===== src/rtl/bram_march_tester.sv =====
// March-style self-test engine for the dual-port BRAM. It writes on port A, reads on port B,
// and reports pass/fail, the first failing address and data, and a saturating error count.
module bram_march_tester #(
  parameter int          P_DATA_WIDTH        = 16,
  parameter int          P_ADDRESS_WIDTH     = 10,
  parameter int          P_READ_LATENCY      = 1,
  parameter int          P_PATTERN_MODE      = 0,
  parameter logic [15:0] P_SEED              = 16'h5A5A,
  parameter int          P_ERROR_COUNT_WIDTH = 8
) (
  input  logic                           I_CLK,
  input  logic                           I_NRESET,
  input  logic                           I_START,
  input  logic                           I_STEP_MODE,
  input  logic                           I_STEP,
  output logic [P_ADDRESS_WIDTH-1:0]     O_BRAM_ADDRESS_A,
  output logic [P_DATA_WIDTH-1:0]        O_BRAM_DATA_A,
  output logic                           O_BRAM_WRITE_ENABLE_A,
  output logic [P_ADDRESS_WIDTH-1:0]     O_BRAM_ADDRESS_B,
  input  logic [P_DATA_WIDTH-1:0]        I_BRAM_DATA_B,
  output logic                           O_BUSY,
  output logic                           O_DONE,
  output logic                           O_PASS,
  output logic [2:0]                     O_PHASE,
  output logic [P_ERROR_COUNT_WIDTH-1:0] O_ERROR_COUNT,
  output logic [P_ADDRESS_WIDTH-1:0]     O_FAIL_ADDRESS,
  output logic [P_DATA_WIDTH-1:0]        O_FAIL_DATA
);

  localparam int AW  = P_ADDRESS_WIDTH;
  localparam int DW  = P_DATA_WIDTH;
  localparam int ECW = P_ERROR_COUNT_WIDTH;

  // Running states share their encoding with the O_PHASE code they display.
  localparam logic [2:0] S_IDLE  = 3'd0;
  localparam logic [2:0] S_W0    = 3'd1;
  localparam logic [2:0] S_R0W1  = 3'd2;
  localparam logic [2:0] S_R1W0  = 3'd3;
  localparam logic [2:0] S_R0    = 3'd4;
  localparam logic [2:0] S_DONE  = 3'd5;
  localparam logic [2:0] S_PAUSE = 3'd6;

  localparam logic [1:0]     LAT       = 2'(P_READ_LATENCY);
  localparam logic [AW-1:0]  ADDR_LAST = '1;
  localparam logic [AW-1:0]  ADDR_ONE  = AW'(1);
  localparam logic [ECW-1:0] ERR_ONE   = ECW'(1);

  function automatic logic [DW-1:0] pattern(input logic [AW-1:0] a);
    logic [DW-1:0] p;
    p = '0;
    case (P_PATTERN_MODE)
      0: p = DW'(a);
      1: for (int i = 0; i < DW; i++) p[i] = i[0] ^ a[0];
      default: p = DW'(P_SEED);
    endcase
    return p;
  endfunction

  logic [2:0]     state;
  logic [2:0]     paused_phase;
  logic [AW-1:0]  addr;
  logic [1:0]     wait_cnt;
  logic [ECW-1:0] err_cnt;
  logic [AW-1:0]  fail_addr;
  logic [DW-1:0]  fail_data;
  logic           done_q;
  logic           start_q;
  logic           step_s1, step_s2, step_s3;

  logic          in_read, compare, at_terminal, phase_end, mismatch;
  logic          start_edge, step_edge;
  logic [DW-1:0] expected;

  assign start_edge  = I_START & ~start_q;
  assign step_edge   = step_s2 & ~step_s3;
  assign in_read     = (state == S_R0W1) || (state == S_R1W0) || (state == S_R0);
  assign compare     = in_read && (wait_cnt == LAT);
  assign at_terminal = (state == S_R1W0) ? (addr == '0) : (addr == ADDR_LAST);
  assign phase_end   = at_terminal && ((state == S_W0) || compare);
  assign expected    = (state == S_R1W0) ? ~pattern(addr) : pattern(addr);
  assign mismatch    = compare && (I_BRAM_DATA_B != expected);

  assign O_BRAM_ADDRESS_A      = addr;
  assign O_BRAM_ADDRESS_B      = addr;
  assign O_BRAM_WRITE_ENABLE_A = (state == S_W0) || (compare && (state != S_R0));
  assign O_BUSY        = (state != S_IDLE) && (state != S_DONE);
  assign O_DONE        = done_q;
  assign O_PASS        = (state == S_DONE) && (err_cnt == '0);
  assign O_PHASE       = (state == S_PAUSE) ? paused_phase : state;
  assign O_ERROR_COUNT = err_cnt;
  assign O_FAIL_ADDRESS = fail_addr;
  assign O_FAIL_DATA    = fail_data;

  always_comb begin
    // NOTE: default assignment first so no path through the case can infer a latch.
    O_BRAM_DATA_A = '0;
    case (state)
      S_W0, S_R1W0: O_BRAM_DATA_A = pattern(addr);
      S_R0W1:       O_BRAM_DATA_A = ~pattern(addr);
      default:      O_BRAM_DATA_A = '0;
    endcase
  end

  // NOTE: all state updates are non-blocking so every register sees pre-edge values.
  always_ff @(posedge I_CLK or negedge I_NRESET) begin
    if (!I_NRESET) begin
      state        <= S_IDLE;
      paused_phase <= S_IDLE;
      addr         <= '0;
      wait_cnt     <= '0;
      err_cnt      <= '0;
      fail_addr    <= '0;
      fail_data    <= '0;
      done_q       <= 1'b0;
      // A START level held through reset must not look like a fresh edge on release.
      start_q      <= 1'b1;
      step_s1      <= 1'b0;
      step_s2      <= 1'b0;
      step_s3      <= 1'b0;
    end else begin
      start_q <= I_START;
      step_s1 <= I_STEP;
      step_s2 <= step_s1;
      step_s3 <= step_s2;
      done_q  <= 1'b0;

      if (mismatch) begin
        if (err_cnt != '1) err_cnt <= err_cnt + ERR_ONE;
        if (err_cnt == '0) begin
          fail_addr <= addr;
          fail_data <= I_BRAM_DATA_B;
        end
      end

      case (state)
        S_IDLE, S_DONE: begin
          if (start_edge) begin
            state     <= S_W0;
            addr      <= '0;
            wait_cnt  <= '0;
            err_cnt   <= '0;
            fail_addr <= '0;
            fail_data <= '0;
          end
        end
        S_W0, S_R0W1, S_R1W0, S_R0: begin
          if (in_read) wait_cnt <= compare ? 2'd0 : wait_cnt + 2'd1;
          if (phase_end) begin
            if (state == S_R0) begin
              state  <= S_DONE;
              done_q <= 1'b1;
              addr   <= '0;
            end else begin
              // Preload the next phase's start address so a pause resumes cleanly.
              addr <= (state == S_R0W1) ? ADDR_LAST : '0;
              if (I_STEP_MODE) begin
                state        <= S_PAUSE;
                paused_phase <= state;
              end else begin
                state <= state + 3'd1;
              end
            end
          end else if ((state == S_W0) || compare) begin
            addr <= (state == S_R1W0) ? addr - ADDR_ONE : addr + ADDR_ONE;
          end
        end
        S_PAUSE: begin
          if (step_edge) state <= paused_phase + 3'd1;
        end
        default: state <= S_IDLE;
      endcase
    end
  end

endmodule


===== config.mk =====
export PLATFORM = sky130hd
export DESIGN_NAME = bram_march_tester
export DESIGN_NICKNAME = d
export VERILOG_FILES = /design/src/rtl/bram_march_tester.sv
export SDC_FILE = /design/constraint.sdc
export NUM_CORES = 1
export LEC_CHECK = 0
export ABC_CLOCK_PERIOD_IN_PS = 4280
export CORE_MARGIN = 2
export CORE_UTILIZATION = 50
export DETAILED_ROUTE_END_ITERATION = 7
export GPL_TIMING_DRIVEN = 0
export PLACE_DENSITY = 0.89
export SLEW_MARGIN = 40
export SYNTH_ARGS = -nofsm -noshare
export SYNTH_HDL_FRONTEND = slang
export SYNTH_SLANG_ARGS = --single-unit

===== constraint.sdc =====
create_clock -name I_CLK -period 4.28 [get_ports I_CLK]
set_input_delay 0.428 -clock I_CLK [delete_from_list [all_inputs] [get_ports I_CLK]]
set_output_delay 0.428 -clock I_CLK [all_outputs]
set_load 0.03 [all_outputs]

Yosys cells after proc, flatten, opt, wreduce, memory -nomap -nowiden
Index checks and enable logic that the tools add are counted.
{"block": "totals", "reg_bits": 57, "input_bits": 21, "out_inout_bits": 77, "elab_cells": 101}
{"block": "op_classes", "n_addsub": 6, "n_eq_ne": 17, "n_mux": 37, "bitwise_logic": 7, "reduce_logical": 22}
{"op": "$mux 10", "count": 10}
{"op": "$mux 16", "count": 6}
{"op": "$mux 8", "count": 4}
{"op": "$pmux 16 s2", "count": 1}
{"op": "$pmux 10 s2", "count": 1}
{"op": "$mux 3", "count": 6}
{"op": "$ne 16x16->1", "count": 1}
{"op": "$not 10->16", "count": 1}
{"op": "$not 16->16", "count": 1}
{"op": "$add 10x1->10 const B", "count": 1}
{"op": "$eq 10x10->1 const B", "count": 1}
{"op": "$logic_not 10->1", "count": 1}
{"op": "$sub 10x1->10 const B", "count": 1}
{"op": "$eq 3x3->1 const B", "count": 3}
{"op": "$ne 3x3->1 const B", "count": 3}
{"op": "$pmux 3 s3", "count": 1}
{"op": "$reduce_and 3->1", "count": 3}
{"op": "$add 8x1->8 const B", "count": 1}
{"op": "$logic_not 8->1", "count": 1}
{"op": "$ne 2x2->1 const B", "count": 4}
{"op": "$ne 8x8->1 const B", "count": 1}
{"op": "$add 3x1->3 const B", "count": 2}
{"op": "$eq 3x2->1 const B", "count": 2}
{"op": "$logic_and 1x1->1", "count": 6}
{"op": "other kinds (15)", "count": 27}

Longest topological paths before layout
{"block": "logic_depth", "word_depth": 8, "ltp_mapped": 14, "mapped_depth_nobuf": 10}

Worst setup path before layout
OpenSTA, ideal clock, no wires.
{"block": "synth_path", "kind": "reg-to-reg", "start": "reg state[2]", "end": "reg addr[6], in the netlist O_BRAM_ADDRESS_A[6]", "setup_ns": 0.123, "t_arrival_ns": 3.034, "t_required_ns": 4.157, "setup_slack_ns": 1.123, "stages_incl_launch_ff": 15, "n_path_buf": 4, "period_less_slack_ns": 3.157, "cell_sequence": "dfrtp_1 > buf_2 > inv_1 > ha_1 > buf_2 > buf_2 > buf_1 > xor2_1 > ha_1 > and3b_1 > o21ai_0 > a211oi_1 > or3_1 > a21oi_1 > o2bb2ai_1"}
{"block": "synth_via", "elab_chain_len": 8, "word_cells_on_any_way": 24, "cone_classes": "eq/ne: 7; mux: 7; reduce/logical: 10"}
{"item": "start, declared", "line": "59", "source": "logic [2:0] state;"}
{"item": "start signal, assigned", "line": "160", "source": "state <= state + 3'd1;"}
{"item": "start signal, assigned", "line": "168", "source": "if (step_edge) state <= paused_phase + 3'd1;"}
{"item": "$eq 3x2->1 (on tied branches)"}
{"item": "$logic_or 1x1->1 (2 in series)", "line": "76", "source": "assign in_read = (state == S_R0W1) || (state == S_R1W0) || (state == S_R0);"}
{"item": "$logic_and 1x1->1", "line": "77", "source": "assign compare = in_read && (wait_cnt == LAT);"}
{"item": "$logic_or 1x1->1", "line": "79, 163"}
{"item": "$logic_and 1x1->1", "line": "79", "source": "assign phase_end = at_terminal && ((state == S_W0) || compare);"}
{"item": "$ne 3x3->1 (no source line) / $mux 10 (equally long branches)"}
{"item": "$reduce_and 3->1 (no source line) / $pmux 10 s2 (equally long branches)"}
{"item": "end signal, assigned", "line": "155", "source": "addr <= (state == S_R0W1) ? ADDR_LAST : '0;"}
{"item": "end signal, assigned", "line": "164", "source": "addr <= (state == S_R1W0) ? addr - ADDR_ONE : addr + ADDR_ONE;"}
{"item": "end, declared", "line": "61", "source": "logic [AW-1:0] addr;"}
Several ways; a longest one is shown, not always the timed one. The select of a mux whose other input is x is not followed.
A chain may end at the register's enable or synchronous reset.

Worst setup path after layout
{"block": "layout_path", "start": "reg state[2]", "end": "out O_BRAM_DATA_A[4]"}
{"block": "layout_via", "elab_chain_len": 3, "word_cells_on_any_way": 5, "cone_classes": "eq/ne: 3; mux: 1; reduce/logical: 1"}
{"item": "$eq 3x2->1 / $eq 3x1->1 (equally long branches)", "line": "97", "source": "case (state)"}
{"item": "$reduce_or 2->1", "line": "97"}
{"item": "$pmux 16 s2 (*)", "line": "97"}
{"item": "end, declared", "line": "17", "source": "output logic [P_DATA_WIDTH-1:0] O_BRAM_DATA_A,"}
Every way passes the cells marked *; elsewhere a longest branch is shown, timed or not.

==> impl_metrics.toml <==
[run_status]
status = "finished, final reports clean"

[die]
dieHeight_um = 93.5
rows = 32
ios = 98
die_w_um = 93.5
core_area_um2 = 7730
die_area_um2 = 8750
start_util = 0.519

[route]
ant_nets = 0
vias = 4302
initialDrtViolationCount = 310
wl_per_cell_um = 18.8
drt_first_pass_iters = 5
routed_wl_um = 12900
viasPerCell = 6.26
drcViolationCount = 0

[setup_path]
path_max_fanout = 19
critPathKind = "reg2out"
cp.required_ns = 3.85
cp.arrival_ns = 3.38
endpoint_kind = "output pin"
worst_setup_path_start_kind = "flop"

[final_layout]
drive_above_1_share = 0.104
area_delta_synth_final_pct = 32.3
fillers = 628
final-seq-area_um2 = 1430
finish.utilization = 0.686
multi_input_area_um2 = 2220
diodes = 0
fin_nets = 612

[clocking]
htree_levels = 3
cts.repair.resized = 0
clk_pin_slew_ns = 0.07
cts_buffer_depth = 2
cts_made_buffers = 9
clock_sinks = 57
cts_root_buf = "clkbuf_8"
clk_latency_ns = 0.35
cts_tree = "done"

[timing]
slew_violations = 0
max_freq_mhz = 263
rsz0062_at_grt = "no"
hold_viol = 0
min_period_over_period = 0.889
setup-tns-final_ns = 0
worstMarginPinSlew_ns = 0.871
period_minus_slack_ns = 3.81
skew_ns = 0.0148
maxSlewHeadroom = 0.414
timing.final.ws_setup_ns = 0.473
setup_viol = 0
whs_ns = 0.351

[logic_synthesis]
mappedNetlistArea_um2 = 4010
yosysSeqAreaShare = 0.356
postSynthAreaPerCell_um2 = 8.49
synth_fp_nets = 503
synth_ff_type = "dfrtp_1"
ys_ff_latch = 57
synth.distinct_cells = 59
synthCells = 472
ys_warn_count = 0
synth_edf_count = 0
synth-async-reset-ratio = 1.00

[pwr]
power_density_nw_per_um2 = 797
power.leakage_nw = 2.16
ir_drop_mv = 0.546

[placed_design]
dp_hpwl_um = 9430
port_buffers = 97
finalWeightedCongestion = 0.935
place_ws_ns = 0.410

[grt]
grt_overflow_total = 0
track_usage = 0.299
grt_max_degree = 43
grt_pass1_wl_um = 20700
antenna_found_initial = 0
grt_pass1_vias = 4076

[worst_hold_path]
hp-class = "reg2reg"

[run]
drv_cap = 0
-- worst paths after layout --
path                                      startpoint                               to  slack, ns  cells after the start
worst max-delay path            state[2]$_DFFE_PN0P_                 O_BRAM_DATA_A[4]       0.47                      8
worst min-delay path               step_s1$_DFF_PN0_                step_s2$_DFF_PN0_       0.35                      0
worst max register to register  state[2]$_DFFE_PN0P_  O_BRAM_ADDRESS_A[8]$_DFFE_PN0P_       0.57                     13
worst min register to register     step_s1$_DFF_PN0_                step_s2$_DFF_PN0_       0.35                      0
max in group asynchronous                   I_NRESET                start_q$_DFF_PN1_       3.23                      3
min in group asynchronous                   I_NRESET       O_ERROR_COUNT[6]$_DFF_PN0_       0.48                      2
-- worst max-delay path, cell delays in order, from the launching register on --
cell,delay (ns)
dfrtp_1,0.42
buf_2,0.24
inv_1,0.15
ha_1,0.30
buf_2,0.21
buf_2,0.26
a21oi_1,0.65
a21oi_1,0.18
clkdlybuf4s50_1,0.63
-- flip-flops by register name, summed over array words and instances, names as in the netlist --
| signal | count |
|---|---|
| wait_cnt | 2 |
| paused_phase | 3 |
| O_DONE | 1 |
| O_ERROR_COUNT | 8 |
| step_s1 | 1 |
| O_BRAM_ADDRESS_A | 10 |
| start_q | 1 |
| step_s3 | 1 |
| O_FAIL_ADDRESS | 10 |
| step_s2 | 1 |
| state | 3 |
| O_FAIL_DATA | 16 |
-- logic make-up after synthesis --
kind of cell	count (synthesis)	synth area share
and+or+nand+nor	158	0.219
AOI/OAI and AO/OA	157	0.252
buffers and inverters	69	0.0887
DFF	57	0.356
xor gates and xnor gates	15	0.0365
adders and majority gates	10	0.0312
muxes	6	0.0165
-- layer usage --
| layer | up-vias | track usage | part of all wire |
|---|---|---|---|
| met2 | 236 | 0.483 | 0.48 |
| met5 | - | 0 | 0 |
| met1 | 2064 | 0.405 | 0.42 |
| li1 | 1966 | - | - |
| met4 | 0 | 0.0980 | 0.022 |
| met3 | 36 | 0.0556 | 0.081 |
-- area by class of cell --
type                       instances  share of cell area
timing repair buffer              99               0.188
multi-input combinational        346               0.420
sequential                        57               0.269
clock inverter                     5             0.00614
inverter                          14             0.00992
tap                              102              0.0241
buffer                            54              0.0564
clock buffer                      10              0.0260
-- where the power goes --
part,internal (mW),switching (mW)
Sequential,0.719,0.197
Clock,0.220,0.238
Combinational,1.08,1.77
Total,2.02,2.20
-- cells in the mapped netlist (all sizes together), types with 2 or more instances --
master   instances  share of area
a211o            2         0.0044
a211oi           2         0.0050
a21o             5         0.0094
a21oi           61          0.076
a221oi           2         0.0087
a22o             6          0.013
a31oi            5         0.0078
a41oi            3         0.0066
and2             3         0.0047
and3             4         0.0062
and3b            2         0.0044
and4b            2         0.0050
buf             34          0.056
clkbuf          21          0.020
dfrtp           56           0.35
ha              10          0.031
inv             14          0.013
mux2             5          0.014
nand2           28          0.026
nand2b          10          0.016
nand3           11          0.014
nand3b           2         0.0037
nand4           31          0.048
nand4b           2         0.0044
nor2            24          0.022
nor2b            3         0.0047
nor3            15          0.021
nor3b            3         0.0056
nor4             8          0.012
nor4b            2         0.0044
o211ai           4         0.0075
o21a             5         0.0094
o21ai           24          0.030
o22ai            2         0.0031
o2bb2ai          3         0.0066
o31ai           27          0.051
or3              3         0.0059
or4              3         0.0056
xnor2           11          0.028
xor2             4         0.0087
-- stage by stage --
| step | power [mW] | cells | cell area, µm² |
|---|---|---|---|
| floorplan | 2.74 | 472 | 4010 |
| global placement | 3.66 | 671 | 5110 |
| detailed placement | 3.73 | 672 | 5120 |
| CTS | 4.19 | 688 | 5300 |
| global route | 4.47 | 687 | 5300 |
| finish | 4.22 | 687 | 5300 |
-- cell usage in the layout, fill, tap and decap left out, drive strengths merged, types with 6 or more instances in the layout --
master | netlist | layout
o31ai | 27 | 27
clkbuf | 21 | 31
xnor2 | 11 | 11
nor3 | 15 | 15
a21oi | 61 | 61
nor2 | 24 | 24
dfrtp | 56 | 56
nand2b | 10 | 10
nand4 | 31 | 31
ha | 10 | 10
inv | 14 | 14
nand2 | 28 | 28
o21ai | 24 | 24
a22o | 6 | 6
buf | 34 | 35
nor4 | 8 | 8
nand3 | 11 | 11
clkdlybuf4s50 | 0 | 96
-- timing repair --
item,CTS,global route
endpoints found under the hold margin,15,0
setup endpoints to repair,0,11
hold buffers,1,0
setup buffers,0,0
No activity file was read; power rests on OpenSTA's default activity.
